[config.mk]
export PLATFORM = sky130hd
export DESIGN_NAME = keypad_entry_ctrl
export DESIGN_NICKNAME = d
export VERILOG_FILES = /design/src/rtl/keypad_pkg.sv /design/src/rtl/entry_timeout_timer.sv /design/src/rtl/keypad_entry_ctrl.sv
export SDC_FILE = /design/constraint.sdc
export NUM_CORES = 1
export LEC_CHECK = 0
export ABC_CLOCK_PERIOD_IN_PS = 5200
export CAP_MARGIN = 20
export CORE_ASPECT_RATIO = 0.75
export CORE_MARGIN = 4
export CORE_UTILIZATION = 61
export CTS_BUF_LIST = sky130_fd_sc_hd__clkbuf_4 sky130_fd_sc_hd__clkbuf_8
export DETAILED_ROUTE_END_ITERATION = 8
export PLACE_DENSITY = 0.86
export SYNTH_ARGS = -nofsm -noshare
export SYNTH_HDL_FRONTEND = slang
export SYNTH_SLANG_ARGS = --single-unit
[constraint.sdc]
create_clock -name clk -period 5.2 [get_ports clk]
set_input_delay 0.52 -clock clk [delete_from_list [all_inputs] [get_ports clk]]
set_output_delay 0.52 -clock clk [all_outputs]
set_load 0.05 [all_outputs]
[src/rtl/keypad_pkg.sv]
// Shared key codes and FSM state encoding for the keypad entry controller.
package keypad_pkg;

  localparam logic [3:0] KEY_BKSP = 4'd10;
  localparam logic [3:0] KEY_CLR  = 4'd11;
  localparam logic [3:0] KEY_ENT  = 4'd15;

  typedef enum logic [1:0] {
    IDLE  = 2'd0,
    ENTRY = 2'd1,
    HOLD  = 2'd2
  } state_t;

  function automatic logic is_digit(input logic [3:0] k);
    return k <= 4'd9;
  endfunction

  function automatic logic is_ignored(input logic [3:0] k);
    return (k >= 4'd12) && (k <= 4'd14);
  endfunction

endpackage

[src/rtl/entry_timeout_timer.sv]
// Idle counter for a partial entry; expire stays high once the limit is reached
// until the counter is restarted or disabled.
module entry_timeout_timer #(
  parameter int TIMEOUT_CYC = 250000000,
  parameter int CNT_W       = 28
) (
  input  logic clk,
  input  logic rst_n,
  input  logic en,
  input  logic restart,
  output logic expire
);

  localparam logic [CNT_W-1:0] LAST = CNT_W'(TIMEOUT_CYC - 1);

  logic [CNT_W-1:0] r_cnt;

  always_ff @(posedge clk or negedge rst_n) begin
    if (!rst_n) begin
      r_cnt <= '0;
    end else if (!en || restart) begin
      r_cnt <= '0;
    end else if (r_cnt != LAST) begin
      r_cnt <= r_cnt + 1'b1;
    end
  end

  assign expire = en && (r_cnt == LAST);

endmodule

[src/rtl/keypad_entry_ctrl.sv]
// Assembles scanner key events into multi-digit BCD entries and hands each
// completed entry to a consumer.
module keypad_entry_ctrl
  import keypad_pkg::*;
#(
  parameter int DIGITS      = 4,
  parameter int TIMEOUT_CYC = 250000000,
  parameter int CNT_W       = 28
) (
  input  logic                clk,
  input  logic                rst_n,
  input  logic                key_flag,
  input  logic [3:0]          key_value,
  output logic [4*DIGITS-1:0] live_bcd,
  output logic [3:0]          live_count,
  output logic [4*DIGITS-1:0] out_bcd,
  output logic [3:0]          out_count,
  output logic                out_valid,
  input  logic                out_ready,
  output logic                busy,
  output logic                err_pulse,
  output logic                timeout_pulse,
  output logic [1:0]          dbg_state
);

  localparam int         W    = 4 * DIGITS;
  localparam logic [3:0] FULL = 4'(DIGITS);

  // Handshake: out_bcd/out_count are held stable while out_valid is high; the
  // entry transfers on a cycle where out_valid && out_ready, and out_valid
  // drops on the following cycle. out_ready is ignored when out_valid is low.

  state_t         r_state, w_state_nxt;
  logic           r_flag_d, w_kev, w_expire, w_restart;
  logic [W-1:0]   r_buf, w_buf_nxt, r_out_bcd, w_out_bcd_nxt;
  logic [3:0]     r_cnt, w_cnt_nxt, r_out_cnt, w_out_cnt_nxt;
  logic           r_out_valid, w_out_valid_nxt;
  logic           r_err, w_err_nxt, r_to, w_to_nxt, r_busy;

  assign w_kev = key_flag && !r_flag_d;

  entry_timeout_timer #(
    .TIMEOUT_CYC (TIMEOUT_CYC),
    .CNT_W       (CNT_W)
  ) u_timer (
    .clk     (clk),
    .rst_n   (rst_n),
    .en      (r_state == ENTRY),
    .restart (w_restart),
    .expire  (w_expire)
  );

  always_ff @(posedge clk or negedge rst_n) begin
    if (!rst_n) r_state <= IDLE;
    else        r_state <= w_state_nxt;
  end

  always_comb begin
    w_state_nxt = r_state;
    case (r_state)
      IDLE: if (w_kev && is_digit(key_value)) w_state_nxt = ENTRY;
      ENTRY: begin
        if (w_kev) begin
          if (key_value == KEY_CLR)                        w_state_nxt = IDLE;
          else if (key_value == KEY_ENT)                   w_state_nxt = HOLD;
          else if (key_value == KEY_BKSP && r_cnt == 4'd1) w_state_nxt = IDLE;
        end else if (w_expire) begin
          w_state_nxt = IDLE;
        end
      end
      HOLD:    if (r_out_valid && out_ready) w_state_nxt = IDLE;
      default: w_state_nxt = IDLE;
    endcase
  end

  always_comb begin
    w_buf_nxt       = r_buf;
    w_cnt_nxt       = r_cnt;
    w_out_bcd_nxt   = r_out_bcd;
    w_out_cnt_nxt   = r_out_cnt;
    w_out_valid_nxt = r_out_valid;
    w_err_nxt       = 1'b0;
    w_to_nxt        = 1'b0;
    w_restart       = 1'b0;
    case (r_state)
      IDLE: begin
        if (w_kev && is_digit(key_value)) begin
          w_buf_nxt = W'(key_value);
          w_cnt_nxt = 4'd1;
          w_restart = 1'b1;
        end else if (w_kev && key_value == KEY_ENT) begin
          w_err_nxt = 1'b1;
        end
      end
      ENTRY: begin
        // A key arriving on the expiry cycle takes priority over the timeout.
        if (w_kev && is_digit(key_value)) begin
          w_restart = 1'b1;
          if (r_cnt == FULL) begin
            w_err_nxt = 1'b1;
          end else begin
            w_buf_nxt = (r_buf << 4) | W'(key_value);
            w_cnt_nxt = r_cnt + 4'd1;
          end
        end else if (w_kev && key_value == KEY_BKSP) begin
          w_buf_nxt = r_buf >> 4;
          w_cnt_nxt = r_cnt - 4'd1;
          w_restart = 1'b1;
        end else if (w_kev && key_value == KEY_CLR) begin
          w_buf_nxt = '0;
          w_cnt_nxt = 4'd0;
        end else if (w_kev && key_value == KEY_ENT) begin
          w_out_bcd_nxt   = r_buf;
          w_out_cnt_nxt   = r_cnt;
          w_out_valid_nxt = 1'b1;
          w_buf_nxt       = '0;
          w_cnt_nxt       = 4'd0;
        end else if (!w_kev && w_expire) begin
          w_buf_nxt = '0;
          w_cnt_nxt = 4'd0;
          w_to_nxt  = 1'b1;
        end
      end
      HOLD: begin
        if (w_kev && !is_ignored(key_value)) w_err_nxt = 1'b1;
        if (r_out_valid && out_ready)        w_out_valid_nxt = 1'b0;
      end
      default: ;
    endcase
  end

  // flag_d resets high so a key already held at reset release is not an event.
  always_ff @(posedge clk or negedge rst_n) begin
    if (!rst_n) begin
      r_flag_d    <= 1'b1;
      r_buf       <= '0;
      r_cnt       <= 4'd0;
      r_out_bcd   <= '0;
      r_out_cnt   <= 4'd0;
      r_out_valid <= 1'b0;
      r_err       <= 1'b0;
      r_to        <= 1'b0;
      r_busy      <= 1'b0;
    end else begin
      r_flag_d    <= key_flag;
      r_buf       <= w_buf_nxt;
      r_cnt       <= w_cnt_nxt;
      r_out_bcd   <= w_out_bcd_nxt;
      r_out_cnt   <= w_out_cnt_nxt;
      r_out_valid <= w_out_valid_nxt;
      r_err       <= w_err_nxt;
      r_to        <= w_to_nxt;
      r_busy      <= (w_state_nxt != IDLE);
    end
  end

  assign live_bcd      = r_buf;
  assign live_count    = r_cnt;
  assign out_bcd       = r_out_bcd;
  assign out_count     = r_out_cnt;
  assign out_valid     = r_out_valid;
  assign busy          = r_busy;
  assign err_pulse     = r_err;
  assign timeout_pulse = r_to;
  assign dbg_state     = r_state;

endmodule
==> impl_metrics.csv, run 1 <==
group,metric,value,unit
drt,ant_nets,0,
yosys,synthAdderAreaFrac,1.632,%
yosys,ys.flop_type,"dfrtp_1",
yosys,muxShareOfSynthArea,13.32,%
yosys,async_flop_share,100.0,%
floorplanning,core-area,5946,sq um
clocking,cts_root_buffer,"clkbuf_8",
sta,final.min_clock_period,2.822,ns
drt,drcViolationCount,0,
yosys,synth_area,3832,sq um
worst_setup_path,worstSetupEndpoint,"live_bcd[5]",
yosys,syn_inst,356,
worst_setup_path,startpoint,"key_value[1]",
sta,hold_violations,0,
yosys,ys_seq_area_share,49.00,%
placed_design,place.gp.congestion,0.8783,
sta,setup_ws,2.378,ns
clocking,clk_pin_slew,0.08,ns
floorplanning,die_height,76.65,microns
power_and_ir_drop,ir_drop,0.2294,mV
grt,antenna_found_initial,0,
worst_setup_path,worstReg2RegEnd,"live_bcd[5]",
worst_setup_path,timing.rr.start,"r_flag_d",
sta,tightest_slew,0.9996,ns
yosys,syn_nets,369,
worst_setup_path,required,5.43,ns
worst_setup_path,startpoint_type,"input pin",
yosys,synth_top_family_by_area,"simple AND/OR/NAND/NOR gates",
clocking,cts_buffers,9,
flow_run,cap_violations,0,
final_layout,nNetsFinal,418,
yosys,synth_compound_area_share,9.141,%
yosys,synth_xor_area_share,4.114,%
placed_design,dp_slack,2.090,ns
worst_setup_path,rr_worst_depth,5,
sta,max_freq,0.3543,GHz
yosys,synth-edff-count,0,
clocking,cts_tree,"yes",
power_and_ir_drop,leakage,1.934,nW
floorplanning,die_area,7628,sq um
clocking,cts_max_level,3,
clocking,cts_resized,0,
min_path,hold_path_class,"in -> async",
clocking,cts.sinks,75,
power_and_ir_drop,powerDensity,343.4,nW/um^2
final_layout,drive_gt1_share,14.63,%
grt,use_met2,38.81,%
floorplanning,start_util,64.46,%
placed_design,hpwl,6.336,mm
drt,drt_iter0_markers,213,
sta,rsz0062_at_grt,"no",
floorplanning,dieWidth,99.53,microns
yosys,synth_seq_cells,75,
floorplanning,ios,54,
clocking,clkLatencyLatePin,0.35,ns
drt,via_per_inst,6.111,
yosys,syn_area_per_cell,10.77,sq um
worst_setup_path,setup.worst_path.class,"in -> reg",
grt,use_met3,6.313,%
sta,finClkSkew,0.01120,ns
worst_setup_path,worstSetupEndpointType,"flop",
drt,wl_per_cell,18.34,microns
grt,grt_max_degree,47,
run_status,status,"completed",
grt,track_usage,24.68,%
clocking,clock_tree.buffer_depth,2,
grt,busiest_layer,"met2",
yosys,yosysWarnings,0,
floorplanning,rows,24,
final_layout,n_antenna_cell,0,
grt,grt_pass1_vias,2877,
sta,drv_slew,0,
sta,finalSetupViolations,0,
clocking,cts_hold_buf,0,
grt,grt_pass1_wl,14.88,mm
clocking,cts_setup_buffers,0,
drt,drt_first_pass_iters,4,
drt,routed_wl,8.950,mm
worst_setup_path,cp.arrival,3.06,ns
sta,relSlewSlack,32.65,%
worst_setup_path,regToRegSetupSlack,2.69,ns
grt,grt-ovfl-total,0,
placed_design,port_buffers,53,
final_layout,syn_to_final_growth,18.64,%
grt,grtUsageMet1,34.52,%
yosys,synth_simple_gate_area_share,18.84,%
worst_setup_path,cp_max_fo,11,
sta,min_period_over_period,54.27,%
final_layout,nFillCells,385,
yosys,ys_types,48,
drt,vias,2982,
sta,fin_tns_setup,0,ns
-- Yosys cell counts, types with 6 or more instances --
cell type / instances / area [sq um]
dfrtp_1: 74 / 1852
nand4_1: 8 / 50.05
mux2_4: 13 / 195.2
clkbuf_1: 13 / 48.80
or3_1: 6 / 37.54
a21oi_1: 8 / 40.04
nand3_1: 12 / 60.06
a22o_1: 8 / 70.07
xnor2_1: 14 / 122.6
nor4_1: 11 / 68.82
mux2_2: 20 / 225.2
nor2_1: 32 / 120.1
nand2_1: 29 / 108.9
o21ai_0: 15 / 75.07
nor3_1: 9 / 45.04
inv_1: 11 / 41.29
mux2i_1: 9 / 90.09
-- kinds of logic after synthesis --
logic type / Yosys count
AOI/OAI and AO/OA: 51
xor gates and xnor gates: 18
adders and majority gates: 5
buffers and inverters: 29
DFF: 75
muxes: 42
and+or+nand+nor: 136
-- worst max-delay path, cell delays in order --
cell and delay, ns:
clkdlybuf4s50_1 0.58, o21a_1 0.29, o21ai_0 0.78, nor2_1 0.34
a22o_1 0.28, mux2_4 0.26
-- worst min path at each step --
stage                     slack [ns]                to
final                           0.19  u_timer.r_cnt[1]
after global routing            0.24  u_timer.r_cnt[0]
after CTS                       0.22  u_timer.r_cnt[0]
after detailed placement        0.50       out_bcd[10]
after global placement          0.49       out_bcd[10]
after floorplan                 0.22              busy
-- state kept, by name, summed over array words and instances (netlist names), 2 cells and up --
signal	flops
live_count	4
out_count	4
u_timer.r_cnt	28
dbg_state	2
live_bcd	16
out_bcd	16
-- layer usage --
| layer | part of all wire [%] | up-vias | wire length [microns] |
|---|---|---|---|
| met5 | 0 | - | 0 |
| met4 | 1.1 | 0 | 101 |
| met2 | 47 | 117 | 4211 |
| met3 | 5.6 | 12 | 501 |
| li1 | - | 1380 | - |
| met1 | 46 | 1473 | 4136 |
-- cells in the final DEF, fill, tap and decap left out, types with 4 or more instances in the layout --
cell type         n
a21oi_1           8
a22o_1            8
and3_1            4
and4_1            5
clkbuf_8          9
clkdlybuf4s50_1  52
dfrtp_1          74
ha_1              5
inv_1            11
mux2_2           20
mux2_4           13
mux2i_1           9
nand2_1          29
nand3_1          12
nand4_1           8
nor2_1           32
nor3_1            9
nor4_1           10
o211ai_1          5
o21ai_0          15
or3_1             6
xnor2_1          14
xor2_1            4
-- stage by stage --
stage	std cells	utilization, %	total power, W	hold slack [ns]	area, sq um
global placement	472	73.57	0.001160	0.4883	4374
detailed placement	472	73.57	0.001170	0.4955	4374
CTS	488	76.47	0.001568	0.2170	4547
finish	488	76.47	0.001561	0.1937	4547
global route	488	76.47	0.001637	0.2379	4547
floorplan	356	-	0.001025	0.2244	3832
-- layout make-up --
| class | instances | area, sq um | share of cell area (%) |
|---|---|---|---|
| clock inverters | 6 | 41.29 | 0.9081 |
| flip-flops and latches | 75 | 1878 | 41.30 |
| well taps | 78 | 97.59 | 2.146 |
| inverters | 11 | 41.29 | 0.9081 |
| repair buffers | 56 | 548.0 | 12.05 |
| clock buffers | 10 | 131.4 | 2.889 |
| multi-input cells | 252 | 1809 | 39.79 |
-- power breakdown --
| part | switching (W) | internal [W] | leakage (nW) |
|---|---|---|---|
| clock network | 0.000223 | 0.000178 | 0.0821 |
| logic | 0.000290 | 0.000169 | 0.829 |
| registers | 0.0000662 | 0.000636 | 1.02 |
| total | 0.000579 | 0.000983 | 1.93 |
Power figures use the tool's default switching activity.
==> run 2, diff against run 1 <==
--- a/config.mk
+++ b/config.mk
@@ -5,14 +5,14 @@
 export SDC_FILE = /design/constraint.sdc
 export NUM_CORES = 1
 export LEC_CHECK = 0
-export ABC_CLOCK_PERIOD_IN_PS = 5200
+export ABC_CLOCK_PERIOD_IN_PS = 2950
 export CAP_MARGIN = 20
 export CORE_ASPECT_RATIO = 0.75
 export CORE_MARGIN = 4
-export CORE_UTILIZATION = 61
+export CORE_UTILIZATION = 57
 export CTS_BUF_LIST = sky130_fd_sc_hd__clkbuf_4 sky130_fd_sc_hd__clkbuf_8
 export DETAILED_ROUTE_END_ITERATION = 8
-export PLACE_DENSITY = 0.86
+export PLACE_DENSITY = 0.81
 export SYNTH_ARGS = -nofsm -noshare
 export SYNTH_HDL_FRONTEND = slang
 export SYNTH_SLANG_ARGS = --single-unit
==> constraint.sdc (replaced) <==
create_clock -name clk -period 2.95 [get_ports clk]
set_input_delay 0.295 -clock clk [delete_from_list [all_inputs] [get_ports clk]]
set_output_delay 0.295 -clock clk [all_outputs]
set_load 0.05 [all_outputs]
==> impl_metrics.csv, run 2 (synthesis results as in run 1) <==
group,metric,value,unit
clocking,cts_setup_buffers,0,
clocking,cts_buffers,9,
drt,wl_per_cell,17.70,microns
min_path,hold_path_class,"in -> async",
floorplanning,ios,54,
final_layout,regMostFlops,"u_timer.r_cnt",
clocking,cts_tree,"yes",
drt,drt_iter0_markers,165,
power_and_ir_drop,ir_drop,0.5186,mV
clocking,cts_root_buffer,"clkbuf_8",
grt,grt_pass1_vias,2909,
grt,grt-ovfl-total,0,
worst_setup_path,setup.worst_path.class,"reg -> reg",
sta,fin_tns_setup,0,ns
power_and_ir_drop,leakage,2.003,nW
power_and_ir_drop,powerDensity,646.8,nW/um^2
sta,setup_ws,0.5588,ns
worst_setup_path,rr_worst_depth,5,
clocking,clk_pin_slew,0.08,ns
final_layout,drive_gt1_share,15.46,%
worst_setup_path,worstReg2RegEnd,"live_bcd[4]",
worst_setup_path,required,3.19,ns
worst_setup_path,crit_chain,"nand4_1, or4_4, nor3_4, o21a_4, mux2_4",
drt,via_per_inst,5.952,
final_layout,design_area,4674,sq um
flow_run,cap_violations,0,
floorplanning,die_height,79.01,microns
sta,rsz0062_at_grt,"no",
grt,track_usage,23.67,%
clocking,cts_resized,0,
final_layout,final_common_cell,"dfrtp_1",
floorplanning,core-area,6412,sq um
sta,relSlewSlack,38.45,%
worst_setup_path,crit_buf_inv,0,
clocking,clkLatencyLatePin,0.35,ns
sta,max_freq,0.4182,GHz
placed_design,port_buffers,53,
final_layout,n_antenna_cell,0,
drt,drcViolationCount,0,
worst_setup_path,cp.arrival,2.63,ns
sta,holdWs,0.06887,ns
sta,hold_violations,0,
run_status,status,"completed",
floorplanning,start_util,59.77,%
worst_setup_path,max_stage_delay,0.64,ns
drt,drt_first_pass_iters,5,
final_layout,syn_to_final_growth,21.97,%
placed_design,dp_slack,0.4499,ns
floorplanning,dieWidth,102.7,microns
placed_design,place.gp.congestion,0.8756,
sta,final.min_clock_period,2.391,ns
worst_setup_path,regToRegSetupSlack,0.56,ns
floorplanning,die_area,8113,sq um
sta,finClkSkew,0.01078,ns
grt,antenna_found_initial,0,
sta,min_period_over_period,81.06,%
final_layout,nNetsFinal,423,
grt,grt_pass1_wl,14.79,mm
clocking,clock_tree.buffer_depth,2,
worst_setup_path,timing.rr.start,"u_timer.r_cnt[22]",
worst_setup_path,startpoint_type,"flop",
worst_setup_path,cp_max_fo,20,
clocking,cts_max_level,3,
worst_setup_path,critPathSlowestCell,"or4_4",
final_layout,final_cell_mix,"dfrtp_1 (74), clkdlybuf4s50_1 (52), nor2_1 (32)",
drt,routed_wl,8.762,mm
clocking,cts.sinks,75,
floorplanning,rows,25,
drt,ant_nets,0,
placed_design,hpwl,5.962,mm
worst_setup_path,critical-path-top-delay-family,"simple AND/OR/NAND/NOR gates",
sta,drv_slew,0,
clocking,cts_hold_buf,0,
worst_setup_path,worstSetupEndpointType,"flop",
grt,grt_max_degree,76,
sta,tightest_slew,0.9233,ns
power_and_ir_drop,p_total,0.003024,W
final_layout,largest_register_ffs,28,
sta,finalSetupViolations,0,
drt,vias,2946,
placed_design,placed_area,4431,sq um
## run 2: cell type report
cell class	instances	area [sq um]
clock buffers	11	145.1
clock inverters	4	98.84
fillers	431	1738
inverters	11	41.29
multi-input cells	252	1809
flip-flops and latches	75	1878
well taps	81	101.3
repair buffers	61	600.6
## run 2: how the worst max path moves through the flow
stage                      startpoint      endpoint  slack (ns)  depth (start not counted)
floorplan               live_count[0]   live_bcd[0]        0.60                          7
global placement         key_value[1]   live_bcd[7]        0.53                          6
detailed placement       key_value[1]   live_bcd[1]        0.45                          6
CTS                 u_timer.r_cnt[22]   live_bcd[7]        0.59                          5
global route        u_timer.r_cnt[25]  live_bcd[10]        0.47                          5
finish              u_timer.r_cnt[22]   live_bcd[4]        0.56                          5
## run 2: where the power goes
group,total (W),internal (W),switching [W]
Combinational,0.000816,0.000307,0.000509
Sequential,0.00123,0.00112,0.000112
Clock,0.000974,0.000592,0.000382
## run 2: layer usage
metal | wire length, microns | part of all wire (%) | vias to the layer above | global-route usage, %
li1 | - | - | 1395 | -
met1 | 4284 | 49 | 1461 | 34.70
met4 | 70 | 0.80 | 0 | 7.077
met5 | 0 | 0 | - | 0
met3 | 437 | 5.0 | 7 | 6.146
met2 | 3970 | 45 | 83 | 34.54
## run 2: stage by stage
stage,cells,utilization (%)
floorplan,356,-
global placement,480,69.09
detailed placement,480,69.09
CTS,495,72.90
global route,495,72.90
finish,495,72.90
==> run 3, diff against run 2 <==
--- a/config.mk
+++ b/config.mk
@@ -5,7 +5,7 @@
 export SDC_FILE = /design/constraint.sdc
 export NUM_CORES = 1
 export LEC_CHECK = 0
-export ABC_CLOCK_PERIOD_IN_PS = 2950
+export ABC_CLOCK_PERIOD_IN_PS = 2400
 export CAP_MARGIN = 20
 export CORE_ASPECT_RATIO = 0.75
 export CORE_MARGIN = 4
==> constraint.sdc (replaced) <==
create_clock -name clk -period 2.4 [get_ports clk]
set_input_delay 0.24 -clock clk [delete_from_list [all_inputs] [get_ports clk]]
set_output_delay 0.24 -clock clk [all_outputs]
set_load 0.05 [all_outputs]
==> impl_metrics.csv, run 3 (synthesis results as in run 1) <==
group,metric,value,unit
grt,use_met3,4.214,%
placed_design,port_buffers,53,
drt,drt_first_pass_iters,4,
min_path,hold_path_class,"in -> reg",
drt,drt_iter0_markers,208,
final_layout,nNetsFinal,437,
worst_setup_path,required,2.63,ns
power_and_ir_drop,ir_drop,0.5946,mV
floorplanning,rows,25,
clocking,cts_root_buffer,"clkbuf_8",
final_layout,nFillCells,431,
final_layout,final_cell_mix,"dfrtp_1 (74), clkdlybuf4s50_1 (52), nor2_1 (32)",
grt,antenna_found_initial,0,
worst_setup_path,cp.arrival,2.55,ns
floorplanning,start_util,59.77,%
clocking,clock_tree.buffer_depth,2,
final_layout,final_common_cell,"dfrtp_1",
worst_setup_path,setup.worst_path.class,"reg -> reg",
worst_setup_path,max_stage_delay,0.59,ns
power_and_ir_drop,seq_power_share,41.1,%
placed_design,hpwl,6.221,mm
sta,rsz0062_at_grt,"no",
clocking,cts_tree,"yes",
floorplanning,die_height,79.01,microns
drt,via_per_inst,5.859,
floorplanning,core-area,6412,sq um
grt,track_usage,23.02,%
worst_setup_path,cp_max_fo,20,
final_layout,stdcell_count,510,
grt,use_met2,34.47,%
final_layout,largest_register_ffs,28,
final_layout,multiInputGateArea,1809,sq um
sta,tightest_slew,0.6438,ns
grt,busiest_layer,"met2",
power_and_ir_drop,combPwrFrac,29.2,%
sta,drv_slew,0,
clocking,clk_pin_slew,0.08,ns
sta,fin_tns_setup,0,ns
sta,relSlewSlack,56.92,%
power_and_ir_drop,swShare,33.45,%
drt,wl_per_cell,17.10,microns
run_status,status,"completed",
floorplanning,die_area,8113,sq um
worst_setup_path,crit_buf_inv,0,
final_layout,ff_latch_area,1878,sq um
placed_design,place.gp.congestion,0.9026,
drt,ant_nets,0,
power_and_ir_drop,internal_power,0.002419,W
final_layout,syn_to_final_growth,24.65,%
drt,routed_wl,8.719,mm
final_layout,regMostFlops,"u_timer.r_cnt",
final_layout,drive_gt1_share,18.18,%
sta,holdWs,0.3727,ns
sta,hold_violations,0,
power_and_ir_drop,powerDensity,760.9,nW/um^2
sta,min_period_over_period,96.60,%
clocking,clkLatencyLatePin,0.35,ns
sta,final.min_clock_period,2.318,ns
floorplanning,ios,54,
worst_setup_path,critPathSlowestCell,"or4_4",
clocking,cts.sinks,75,
sta,max_freq,0.4313,GHz
floorplanning,dieWidth,102.7,microns
power_and_ir_drop,pwr-share-clk,29.7,%
grt,grt_pass1_vias,2920,
grt,grt-ovfl-total,0,
clocking,cts_buffers,9,
worst_setup_path,startpoint_type,"flop",
final_layout,n_antenna_cell,0,
power_and_ir_drop,leakage,2.069,nW
grt,grt_pass1_wl,14.50,mm
worst_setup_path,crit_chain,"nand4bb_1, or4_4, nor3_4, o21a_4, mux2_4",
clocking,cts_setup_buffers,0,
power_and_ir_drop,power_switching,0.001216,W
sta,finalSetupViolations,0,
drt,drcViolationCount,0,
grt,grtUsageMet1,33.99,%
clocking,cts_max_level,3,
placed_design,place_inst,493,
worst_setup_path,critical-path-top-delay-family,"simple AND/OR/NAND/NOR gates",
worst_setup_path,worstSetupEndpointType,"flop",
clocking,cts_resized,0,
drt,vias,2988,
sta,finClkSkew,0.01214,ns
grt,grt_max_degree,42,
flow_run,cap_violations,0,
[run 3: power by group through the flow]
stage,Sequential [W],Clock [W],Combinational [W]
after CTS,0.00149,0.00110,0.00106
after floorplan,0.00182,0,0.000403
after global placement,0.00151,0,0.00104
after detailed placement,0.00152,0,0.00106
final,0.00149,0.00108,0.00106
after global routing,0.00151,0.00115,0.00113
[run 3: area by class of cell]
| class | count | area share [%] |
|---|---|---|
| Tap cell | 81 | 2.122 |
| Multi-Input combinational cell | 252 | 37.87 |
| Inverter | 11 | 0.8643 |
| Timing Repair Buffer | 75 | 15.09 |
| Clock buffer | 12 | 3.195 |
| Sequential cell | 75 | 39.31 |
| Clock inverter | 4 | 1.545 |
[run 3: final timing paths]
path	startpoint	to	slack, ns	depth (start not counted)
worst min register to register	out_bcd[0]	out_bcd[0]	0.51	1
min in group asynchronous	rst_n	live_count[0]	0.38	2
worst max register to register	u_timer.r_cnt[11]	live_bcd[5]	0.08	5
max in group asynchronous	rst_n	r_flag_d	1.40	3
worst min-delay path	key_flag	r_flag_d	0.37	1
worst max-delay path	u_timer.r_cnt[11]	live_bcd[5]	0.08	5
[run 3: routing by layer]
metal	wire length (microns)	vias to the layer above
met1	4273	1478
met5	0	-
li1	-	1421
met4	102	0
met2	3933	79
met3	409	10
[run 3: worst reg2reg max path, cell delays in order (launching register included)]
cell	delay, ns
dfrtp_1	0.42
nand4bb_1	0.22
or4_4	0.59
nor3_4	0.21
o21a_4	0.40
mux2_4	0.36
[run 3: stage by stage]
stage	worst slack, ns	instance area [sq um]	total power (W)	utilization, %
after global routing	0.007855	4777	0.003796	74.50
after detailed placement	0.07257	4541	0.002573	70.81
after floorplan	0.05169	3832	0.002220	-
after CTS	0.09898	4777	0.003658	74.50
final	0.08165	4777	0.003635	74.50
after global placement	0.1177	4541	0.002549	70.81
[run 3: timing repair]
action	CTS	global route
endpoints found under the setup margin	0	0
hold buffers	1	0
endpoints found under the hold margin	34	0
